[src/rtl/gray_conv_arbiter.sv]
// ---------------------------------------------------------------------------
// gray_conv_arbiter
//
// Round-robin arbiter that shares one registered binary-to-Gray conversion
// stage among NREQ requesters. One requester is granted at a time. Its word is
// captured, converted on the following edge, and presented on the response
// channel until the consumer accepts it.
//
// Ports:
//   clk         single clock, all state updates on the rising edge
//   rst         synchronous, active-high reset
//   req_valid   per-requester request valid                  [NREQ]
//   req_bin     per-requester binary word, slice i*WIDTH     [NREQ*WIDTH]
//   req_ready   per-requester accept, one-hot or zero        [NREQ]
//   resp_valid  response valid (registered)
//   resp_ready  response consumer ready
//   resp_gray   Gray code of the accepted word               [WIDTH]
//   resp_bin    accepted binary word, echoed                 [WIDTH]
//   resp_id     index of the requester owning the response   [IDW]
//   busy        high whenever the FSM is not idle (registered)
//   conv_count  completed response handshakes, wraps 255->0  [8]
// ---------------------------------------------------------------------------
module gray_conv_arbiter #(
    parameter int NREQ  = 4,
    parameter int WIDTH = 4,
    parameter int IDW   = 2
) (
    input  logic                    clk,
    input  logic                    rst,
    input  logic [NREQ-1:0]         req_valid,
    input  logic [NREQ*WIDTH-1:0]   req_bin,
    output logic [NREQ-1:0]         req_ready,
    output logic                    resp_valid,
    input  logic                    resp_ready,
    output logic [WIDTH-1:0]        resp_gray,
    output logic [WIDTH-1:0]        resp_bin,
    output logic [IDW-1:0]          resp_id,
    output logic                    busy,
    output logic [7:0]              conv_count
);

    typedef enum logic [1:0] {
        IDLE    = 2'd0,
        CONVERT = 2'd1,
        HOLD    = 2'd2
    } state_t;

    state_t             state_reg;
    logic [IDW-1:0]     last_grant_reg;
    logic [WIDTH-1:0]   bin_reg;
    logic [IDW-1:0]     id_reg;
    logic               resp_valid_reg;
    logic [WIDTH-1:0]   resp_gray_reg;
    logic [WIDTH-1:0]   resp_bin_reg;
    logic [IDW-1:0]     resp_id_reg;
    logic               busy_reg;
    logic [7:0]         conv_count_reg;

    // Per-requester views of the packed request bus.
    logic [WIDTH-1:0]   req_word [NREQ];

    for (genvar gi = 0; gi < NREQ; gi++) begin : g_word
        assign req_word[gi] = req_bin[gi*WIDTH +: WIDTH];
    end

    // Round-robin candidate order: candidate k is (last_grant + 1 + k) mod NREQ.
    // The sum never exceeds 2*NREQ-1, so one conditional subtraction is enough
    // to wrap it, and IDW+1 bits always hold it.
    logic [IDW-1:0]     cand_idx [NREQ];

    for (genvar gi = 0; gi < NREQ; gi++) begin : g_cand
        logic [IDW:0] cand_sum;
        assign cand_sum     = {1'b0, last_grant_reg} + (IDW+1)'(gi + 1);
        assign cand_idx[gi] = (cand_sum >= (IDW+1)'(NREQ))
                            ? IDW'(cand_sum - (IDW+1)'(NREQ))
                            : cand_sum[IDW-1:0];
    end

    // Pick the first valid candidate. Scanning from the far end downward lets
    // the nearest candidate overwrite any later one.
    logic               grant_found;
    logic [IDW-1:0]     grant_idx;

    always_comb begin
        grant_found = 1'b0;
        grant_idx   = '0;
        for (int i = NREQ - 1; i >= 0; i--) begin
            if (req_valid[cand_idx[i]]) begin
                grant_found = 1'b1;
                grant_idx   = cand_idx[i];
            end
        end
    end

    // A request is accepted only in IDLE and never while reset is held.
    logic               accept;
    assign accept = (state_reg == IDLE) && grant_found && !rst;

    for (genvar gi = 0; gi < NREQ; gi++) begin : g_ready
        assign req_ready[gi] = accept && (grant_idx == IDW'(gi));
    end

    // Gray conversion of the captured word: the MSB passes through, and each
    // lower bit is the XOR of itself with its upper neighbour.
    logic [WIDTH-1:0]   gray_next;

    assign gray_next[WIDTH-1] = bin_reg[WIDTH-1];
    for (genvar gi = 0; gi < WIDTH - 1; gi++) begin : g_gray
        assign gray_next[gi] = bin_reg[gi+1] ^ bin_reg[gi];
    end

    always_ff @(posedge clk) begin
        if (rst) begin
            state_reg      <= IDLE;
            last_grant_reg <= IDW'(NREQ - 1);
            bin_reg        <= '0;
            id_reg         <= '0;
            resp_valid_reg <= 1'b0;
            resp_gray_reg  <= '0;
            resp_bin_reg   <= '0;
            resp_id_reg    <= '0;
            busy_reg       <= 1'b0;
            conv_count_reg <= '0;
        end else begin
            case (state_reg)
                IDLE: begin
                    if (accept) begin
                        bin_reg        <= req_word[grant_idx];
                        id_reg         <= grant_idx;
                        last_grant_reg <= grant_idx;
                        busy_reg       <= 1'b1;
                        state_reg      <= CONVERT;
                    end
                end
                CONVERT: begin
                    resp_gray_reg  <= gray_next;
                    resp_bin_reg   <= bin_reg;
                    resp_id_reg    <= id_reg;
                    resp_valid_reg <= 1'b1;
                    state_reg      <= HOLD;
                end
                HOLD: begin
                    // Response data stays frozen until the consumer takes it.
                    if (resp_ready) begin
                        resp_valid_reg <= 1'b0;
                        conv_count_reg <= conv_count_reg + 8'd1;
                        busy_reg       <= 1'b0;
                        state_reg      <= IDLE;
                    end
                end
                default: begin
                    state_reg      <= IDLE;
                    resp_valid_reg <= 1'b0;
                    busy_reg       <= 1'b0;
                end
            endcase
        end
    end

    assign resp_valid = resp_valid_reg;
    assign resp_gray  = resp_gray_reg;
    assign resp_bin   = resp_bin_reg;
    assign resp_id    = resp_id_reg;
    assign busy       = busy_reg;
    assign conv_count = conv_count_reg;

endmodule

[config.mk]
export PLATFORM = sky130hd
export DESIGN_NAME = gray_conv_arbiter
export DESIGN_NICKNAME = d
export VERILOG_FILES = /design/src/rtl/gray_conv_arbiter.sv
export SDC_FILE = /design/constraint.sdc
export NUM_CORES = 1
export LEC_CHECK = 0
export ABC_AREA = 0
export BUFFER_PORTS_ARGS = -buffer_cell sky130_fd_sc_hd__buf_2
export CORE_AREA = 2 2 56 58
export DETAILED_ROUTE_END_ITERATION = 10
export DIE_AREA = 0 0 58 60
export PLACE_DENSITY_LB_ADDON = 0.12
export SETUP_SLACK_MARGIN = 0.02
export SYNTH_ARGS = -nofsm -noshare
export SYNTH_HDL_FRONTEND = slang
export SYNTH_SLANG_ARGS = --single-unit
[constraint.sdc]
create_clock -name clk -period 2.75 [get_ports clk]
set_input_delay 0.55 -clock clk [delete_from_list [all_inputs] [get_ports clk]]
set_output_delay 0.55 -clock clk [all_outputs]
set_load 0.03 [all_outputs]
# Yosys cells after proc, flatten, opt, wreduce, memory -nomap -nowiden
# Cells that the tools add are included.
# classes
addsub,9
magnitude_cmp,9
eq_ne,7
mux,30
bitwise_logic,6
n_reduce_logical,14
# op_table
op,n
two-way mux 2 bit,10
>= comparator 3 bit (second input constant),5
< comparator 2 x 3 -> 1 bit (second input constant),4
two-way mux 1 bit,10
adder 8 x 1 -> 8 bit (second input constant),1
binary-select mux 1 bit (select 2 bit),4
binary-select mux 4 bit (select 2 bit),1
two-way mux 4 bit,2
AND reduction 2 bit,4
subtractor 2 x 1 -> 2 bit (second input constant),4
adder 2 x 2 -> 3 bit (second input constant),2
equality test 2 bit (second input constant),3
logical AND 1 bit,6
case mux 1 bit (3 select lines),2
case mux 2 bit (3 select lines),1
equality test 2 x 1 -> 1 bit (second input constant),2
logical NOT 2 bit,2
inequality test 2 bit (second input constant),2
adder 2 x 1 -> 3 bit (second input constant),1
adder 2 x 3 -> 3 bit (second input constant),1
NOT 2 -> 3 bit,1
AND reduction 3 bit,1
bitwise XOR 1 bit,3
NOT 1 bit,2
logical NOT 1 bit,1
# totals
regBits,30
inputBits,23
out_inout_bits,24
elab_cells,85

# Longest topological paths before layout
# Gate-level depths: netlist (run 1).
# depth
word_depth,13
ltp_mapped,7
ltp_nobuf,5

# Worst setup path after synthesis (run 1)
# OpenSTA, ideal clock, no wires.
# synth_timing
kind,input port to output port
start,input rst
end,output req_ready[2]
arrival_time_ns,1.698
t_required_ns,2.200
slack_ns,0.502
stages,4
path_buffers,1
cell_sequence,buf_1 > nor4_2 > nand3_1 > nor2_1
# synth_via
elab_chain_len,3
# synth_lines
item,line,source
from (decl),29,"input logic rst,"
logical NOT 1 bit,97,assign accept = (state_reg == IDLE) && grant_found && !rst;
logical AND 1 bit,97,
logical AND 1 bit,100,assign req_ready[gi] = accept && (grant_idx == IDW'(gi));
to (decl),32,"output logic [NREQ-1:0] req_ready,"
# No other way between the ends.

# Worst setup path in the final report (run 1)
# layout_timing
start,input req_valid[1]
end,output req_ready[1]
# layout_via
elab_chain_len,9
word_cells_on_any_way,20
cone_classes,eq/ne: 1; mux: 16; reduce/logical: 3
# layout_lines
item,line,source
from (decl),30,"input logic [NREQ-1:0] req_valid,"
binary-select mux 1 bit (select 2 bit),88,if (req_valid[cand_idx[i]]) begin
two-way mux 1 bit (not written as such),88,
two-way mux 1 bit (4 in series),88,
logical AND 1 bit (2 in series),97,
logical AND 1 bit *,100,
# Mark *: on every way between the ends. The rest lies on a longest branch, timed or not. The select of a mux whose other input is x is not followed.

==> flow_summary.yaml, run 1 <==
synthesis:
  synth-seq-cells: 29
  synth-xor-area-share_pct: 6.32
  synth_top_family_by_area: "simple AND/OR/NAND/NOR gates"
  synth_compound_area_share_pct: 17.8
  syn_area_mm2: 0.00139
  synth-main-ff-cell: "dfxtp_1"
  synth.net_count: 184
  synthAdderAreaFrac_pct: 0.903
  seq_area_frac_synth_pct: 41.9
  async_flop_share_pct: 0
  synth_cells: 160
  synth_cell_types: 41
  synthMuxAreaShare_pct: 4.33
  avgSynthCellArea_um2: 8.66
  synth-edff-count: 0
  synthSimpleGateAreaFrac_pct: 26.4
  yosys_warnings: 0
min_path:
  hp-class: "input pin to flip-flop"
finish:
  n_antenna_cell: 0
  multi_input_area_um2: 773
  drive_gt1_share_pct: 31.6
  postLayoutCoreUtil_pct: 58.9
  fillCellCount: 278
  seqCellArea_um2: 581
  area_growth_pct: 23.4
  fin_area_mm2: 0.00171
  largest_reg_flops: 8
  nets: 232
worst_setup_path:
  regToRegSetupSlack_ns: 1.12
  cp_data_arrival_time_ns: 1.83
  worst_path_max_delay_cell: "nor4_1"
  path_cells: "buf_2 -> nor4_1 -> nor4_2 -> nand2_1 -> nor2_1 -> buf_2"
  crit_path_end_kind: "primary output"
  cp-start-kind: "input pin"
  required_ns: 2.20
  cpPeakStageDelay_ns: 0.59
  cp_max_fo: 6
  crit_type: "input pin to primary output"
  cp_common_cell: "buf_2"
place:
  portBuffers: 46
  post_dp_cell_area_mm2: 0.00164
  gp_congestion: 0.782
  dp_hpwl_mm: 2.41
  post-place-ws_ns: 0.377
sta:
  worst_slack_ns: 0.372
  min_period_ns: 2.38
  hold_viol_final: 0
  fin_setup_tns_ns: 0
  period_share_pct: 86.5
  slew-limit-headroom_pct: 47.2
  drv_slew: 0
  worst_pin_slew_ns: 0.790
  skew_ns: 0.00589
  rsz0062_at_grt: "no"
  setup_viol: 0
  fmax_ghz: 0.420
global_routing:
  overflow: 0
  antenna_found_initial: 0
  grt_pass1_wl_mm: 5.00
  grt_max_degree: 25
  grt_pass1_vias: 1107
  grt_util_all_layers_pct: 19.3
power:
  p_switching_uw: 328
  powerDensity_mw_per_mm2: 605
  clockPowerShare_pct: 28.4
  switching_share_pct: 31.6
  seqPwrFrac_pct: 47.7
  total_power_mw: 1.03
  internal-power_uw: 707
  pwr-share-comb_pct: 23.9
  leakage_nw: 0.778
  ir_drop_v: 0.000396
clock_tree:
  post-cts-setup-buffers: 0
  post_cts_resized: 0
  htreeDepth: 2
  cts_sinks: 29
  cts_buffers: 5
  cts_tree: "built"
  clkLatencyLatePin_ns: 0.33
  ctsHoldBuffers: 0
  clockBufferDepth: 2
  clk_pin_slew_ns: 0.09
  root_buffer: "clkbuf_4"
route:
  drc: 0
  viasPerCell: 5.32
  antenna_left: 0
  drt_pass1_iterations: 4
  dr.first_iter.drc_count: 37
  wire_per_inst_um: 12.8
  route.vias.total: 1288
  wirelength_mm: 3.09
floorplanning:
  die_w_um: 58
  die_h_um: 60
  core_mm2: 0.00290
  die_area_mm2: 0.00348
  initial_core_util_pct: 47.8
  io_pins: 47
  num_rows: 20
flow_run:
  drv_cap: 0
status:
  status: "finished clean"
## critical path, delay by kind of cell
| family | cells | cell delay, ns |
|---|---|---|
| AND/OR/NAND/NOR | 4 | 0.95 |
| buffers and inverters | 2 | 0.32 |
## metal layers
| layer | up-vias | share of wire (%) | global-route usage (%) |
|---|---|---|---|
| li1 | 656 | - | - |
| met1 | 590 | 44 | 22.7 |
| met2 | 40 | 50 | 32.6 |
| met3 | 2 | 6.2 | 7.36 |
| met4 | 0 | 0.39 | 5.98 |
| met5 | - | 0 | 0 |
## cell usage in the layout (no fill, tap or decap), types with 2 or more instances in the layout
| cell type | instances |
|---|---|
| xnor2_1 | 5 |
| a211oi_1 | 3 |
| nor2_1 | 25 |
| nand4_1 | 5 |
| mux2i_1 | 6 |
| xor2_1 | 5 |
| nor2b_1 | 3 |
| clkbuf_8 | 2 |
| clkbuf_4 | 5 |
| o31ai_1 | 3 |
| o21bai_1 | 2 |
| a21bo_2 | 3 |
| dfxtp_1 | 29 |
| o211ai_1 | 3 |
| nand3_1 | 4 |
| o21ai_0 | 3 |
| nand2_1 | 22 |
| nor3_1 | 3 |
| buf_4 | 2 |
| a21oi_1 | 8 |
| buf_2 | 46 |
| nand2b_1 | 2 |
## kinds of logic (layout without fill, tap and decap cells)
group,Yosys count,after routing
AO/OA/AOI/OAI,33,33
XOR/XNOR,10,10
adder cells (fa/ha/maj),1,1
buffers and inverters,7,56
flip-flops,29,29
multiplexers,6,6
AND/OR/NAND/NOR,74,74
## path summary, 6_finish.rpt
kind / depth (start not counted) / to / from
hold reg to reg: 2 / id_reg[1] / id_reg[1]
setup / recovery: 6 / req_ready[1] / req_valid[1]
hold / removal: 2 / state_reg[0] / rst
setup reg to reg: 4 / bin_reg[0] / state_reg[1]
## synth_stat cells (2+ instances only)
cell	count	area [µm²]
o31ai_1	3	22.5
xnor2_1	5	43.8
a21oi_1	8	40.0
nor3_1	3	15.0
mux2i_1	6	60.1
o211ai_1	3	22.5
nand4_1	5	31.3
nand2b_1	2	12.5
xor2_1	5	43.8
o21bai_1	2	15.0
a211oi_1	3	22.5
nand3_1	4	20.0
buf_2	2	10.0
dfxtp_1	29	581
o21ai_0	3	15.0
nor2_1	25	93.8
clkbuf_1	3	11.3
nor2b_1	3	18.8
a21bo_2	3	30.0
nand2_1	22	82.6
## cell type report
type / count / share of cell area [%]
clock inverters: 1 / 0.293
flip-flops and latches: 29 / 33.9
repair buffers: 48 / 14.3
multi-input cells: 124 / 45.2
clock buffers: 7 / 3.80
well taps: 33 / 2.41
## power by group through the flow
| stage | clock network, mW | logic (mW) | registers, mW |
|---|---|---|---|
| finish | 0.294 | 0.247 | 0.493 |
| CTS | 0.302 | 0.249 | 0.494 |
| global placement | 0 | 0.242 | 0.502 |
| detailed placement | 0 | 0.248 | 0.504 |
| floorplan | 0 | 0.159 | 0.523 |
| global route | 0.322 | 0.271 | 0.501 |
## per-stage QoR
step                cells  hold WS (ns)
floorplan             160         0.423
global placement      234         0.437
detailed placement    234         0.443
CTS                   242         0.420
global route          242         0.424
finish                242         0.432
(Power assumes the default switching activity.)
==> run 2: changes to the inputs <==
CORE_AREA = 2 2 54 56   (was 2 2 56 58)
CTS_BUF_LIST = sky130_fd_sc_hd__clkbuf_2   (was not set)
DIE_AREA = 0 0 56 58   (was 0 0 58 60)
RECOVER_POWER = 50   (was not set)
==> run 2 against run 1 <==
  * Critical path depth did not move
  * Clock power fell by 26%
  * Sequential share of layout area grew 1.3 points
  * Critical path type unchanged
  * Final cell count down 0.83%
  * Highest routed layer unchanged
  * Register-to-register slack is essentially flat
  * Largest cell class unchanged
==> flow_summary.yaml, run 2 (synthesis gave the netlist of run 1 again) <==
worst_setup_path:
  regToRegStartpoint: "state_reg[0]"
  crit_type: "input pin to primary output"
  required_ns: 2.20
  cp_data_arrival_time_ns: 1.88
  cp-start-kind: "input pin"
  crit_path_end_kind: "primary output"
  path_cells: "clkbuf_1 -> nor4_1 -> nor4_2 -> nand2_1 -> nor2_1 -> buf_2"
  r2r_cells: 3
  endpoint: "req_ready[1]"
  cpPeakStageDelay_ns: 0.66
  regToRegSetupSlack_ns: 1.12
  worst_path_max_delay_cell: "nor4_1"
  startpoint: "req_valid[1]"
  path_delay_family: "simple AND/OR/NAND/NOR gates"
  crit-reg2reg-capture: "resp_gray[0]"
  timing.critical_path.buf_inv: 2
  cp_num_cells: 6
  cp_max_fo: 6
sta:
  rsz0062_at_grt: "no"
  hold_slack_ns: 0.379
  period_share_pct: 88.2
  min_period_ns: 2.43
  drv_slew: 0
  slew-limit-headroom_pct: 46.5
  fmax_ghz: 0.412
  hold_viol_final: 0
  setup_viol: 0
  fin_setup_tns_ns: 0
  skew_ns: 0.00865
  worst_slack_ns: 0.325
  worst_pin_slew_ns: 0.801
power:
  leakage_nw: 0.696
  ir_drop_v: 0.000394
  powerDensity_mw_per_mm2: 577
clock_tree:
  clk_pin_slew_ns: 0.14
  htreeDepth: 2
  post_cts_resized: 0
  root_buffer: "clkbuf_2"
  cts_sinks: 29
  clkLatencyLatePin_ns: 0.36
  clockBufferDepth: 2
  cts_tree: "built"
  post-cts-setup-buffers: 0
  ctsHoldBuffers: 0
  cts_buffers: 5
route:
  route.vias.total: 1257
  wirelength_mm: 2.97
  drt_pass1_iterations: 4
  viasPerCell: 5.24
  wire_per_inst_um: 12.4
  dr.first_iter.drc_count: 25
  drc: 0
  antenna_left: 0
global_routing:
  grt_pass1_wl_mm: 4.77
  overflow: 0
  antenna_found_initial: 0
  grt_max_degree: 25
  grt_util_all_layers_pct: 18.9
  grt_pass1_vias: 1144
min_path:
  hp-class: "input pin to flip-flop"
  holdCritStartpoint: "rst"
status:
  status: "finished clean"
finish:
  largest_reg_flops: 8
  n_antenna_cell: 0
  fillCellCount: 260
  postLayoutCoreUtil_pct: 61.9
  nets: 232
  drive_gt1_share_pct: 23.0
  final_cell_mix: "dfxtp_1 (29), buf_2 (29), nor2_1 (25)"
  area_growth_pct: 19.0
floorplanning:
  num_rows: 19
  die_w_um: 56
  die_area_mm2: 0.00325
  die_h_um: 58
  core_mm2: 0.00266
  initial_core_util_pct: 52.1
  io_pins: 47
place:
  portBuffers: 46
  post-place-ws_ns: 0.395
  gp_congestion: 0.776
  dp_hpwl_mm: 2.24
flow_run:
  drv_cap: 0
[run 2: how the worst min path moves through the flow]
stage	to	slack, ns	cells past startpoint
after global placement	id_reg[1]	0.44	2
after global routing	state_reg[0]	0.37	2
after detailed placement	id_reg[1]	0.44	2
after CTS	state_reg[0]	0.36	2
final	state_reg[0]	0.38	2
after floorplan	id_reg[1]	0.42	2
[run 2: worst register-to-register path, stage by stage (launching register included)]
cell and delay, ns:
dfxtp_1 0.52, nor2b_1 0.70, nor2_1 0.09, a211oi_1 0.25
[run 2: report_power, final]
group	internal (mW)	switching (mW)
logic	0.0967	0.144
clock network	0.0750	0.142
registers	0.458	0.0363
[run 2: layer usage]
layer | share of wire [%] | wire (µm) | global-route usage, % | vias up
met1 | 47 | 1380 | 23.8 | 562
li1 | - | - | - | 653
met2 | 45 | 1330 | 30.3 | 37
met4 | 1.2 | 36 | 6.80 | 0
met3 | 7.3 | 215 | 6.92 | 5
met5 | 0 | 0 | 0 | -
[run 2: layout make-up]
class | count | area [µm²] | area share, %
clock buffers | 8 | 40.0 | 2.43
multi-input cells | 124 | 766 | 46.4
flip-flops and latches | 29 | 581 | 35.2
well taps | 31 | 38.8 | 2.35
repair buffers | 48 | 224 | 13.6
[run 2: per-stage QoR]
stage	power [mW]	cells	instance area [µm²]
finish	0.951	240	1650
global route	1.01	240	1650
CTS	0.967	240	1680
detailed placement	0.752	232	1640
global placement	0.743	232	1640
floorplan	0.683	160	1390
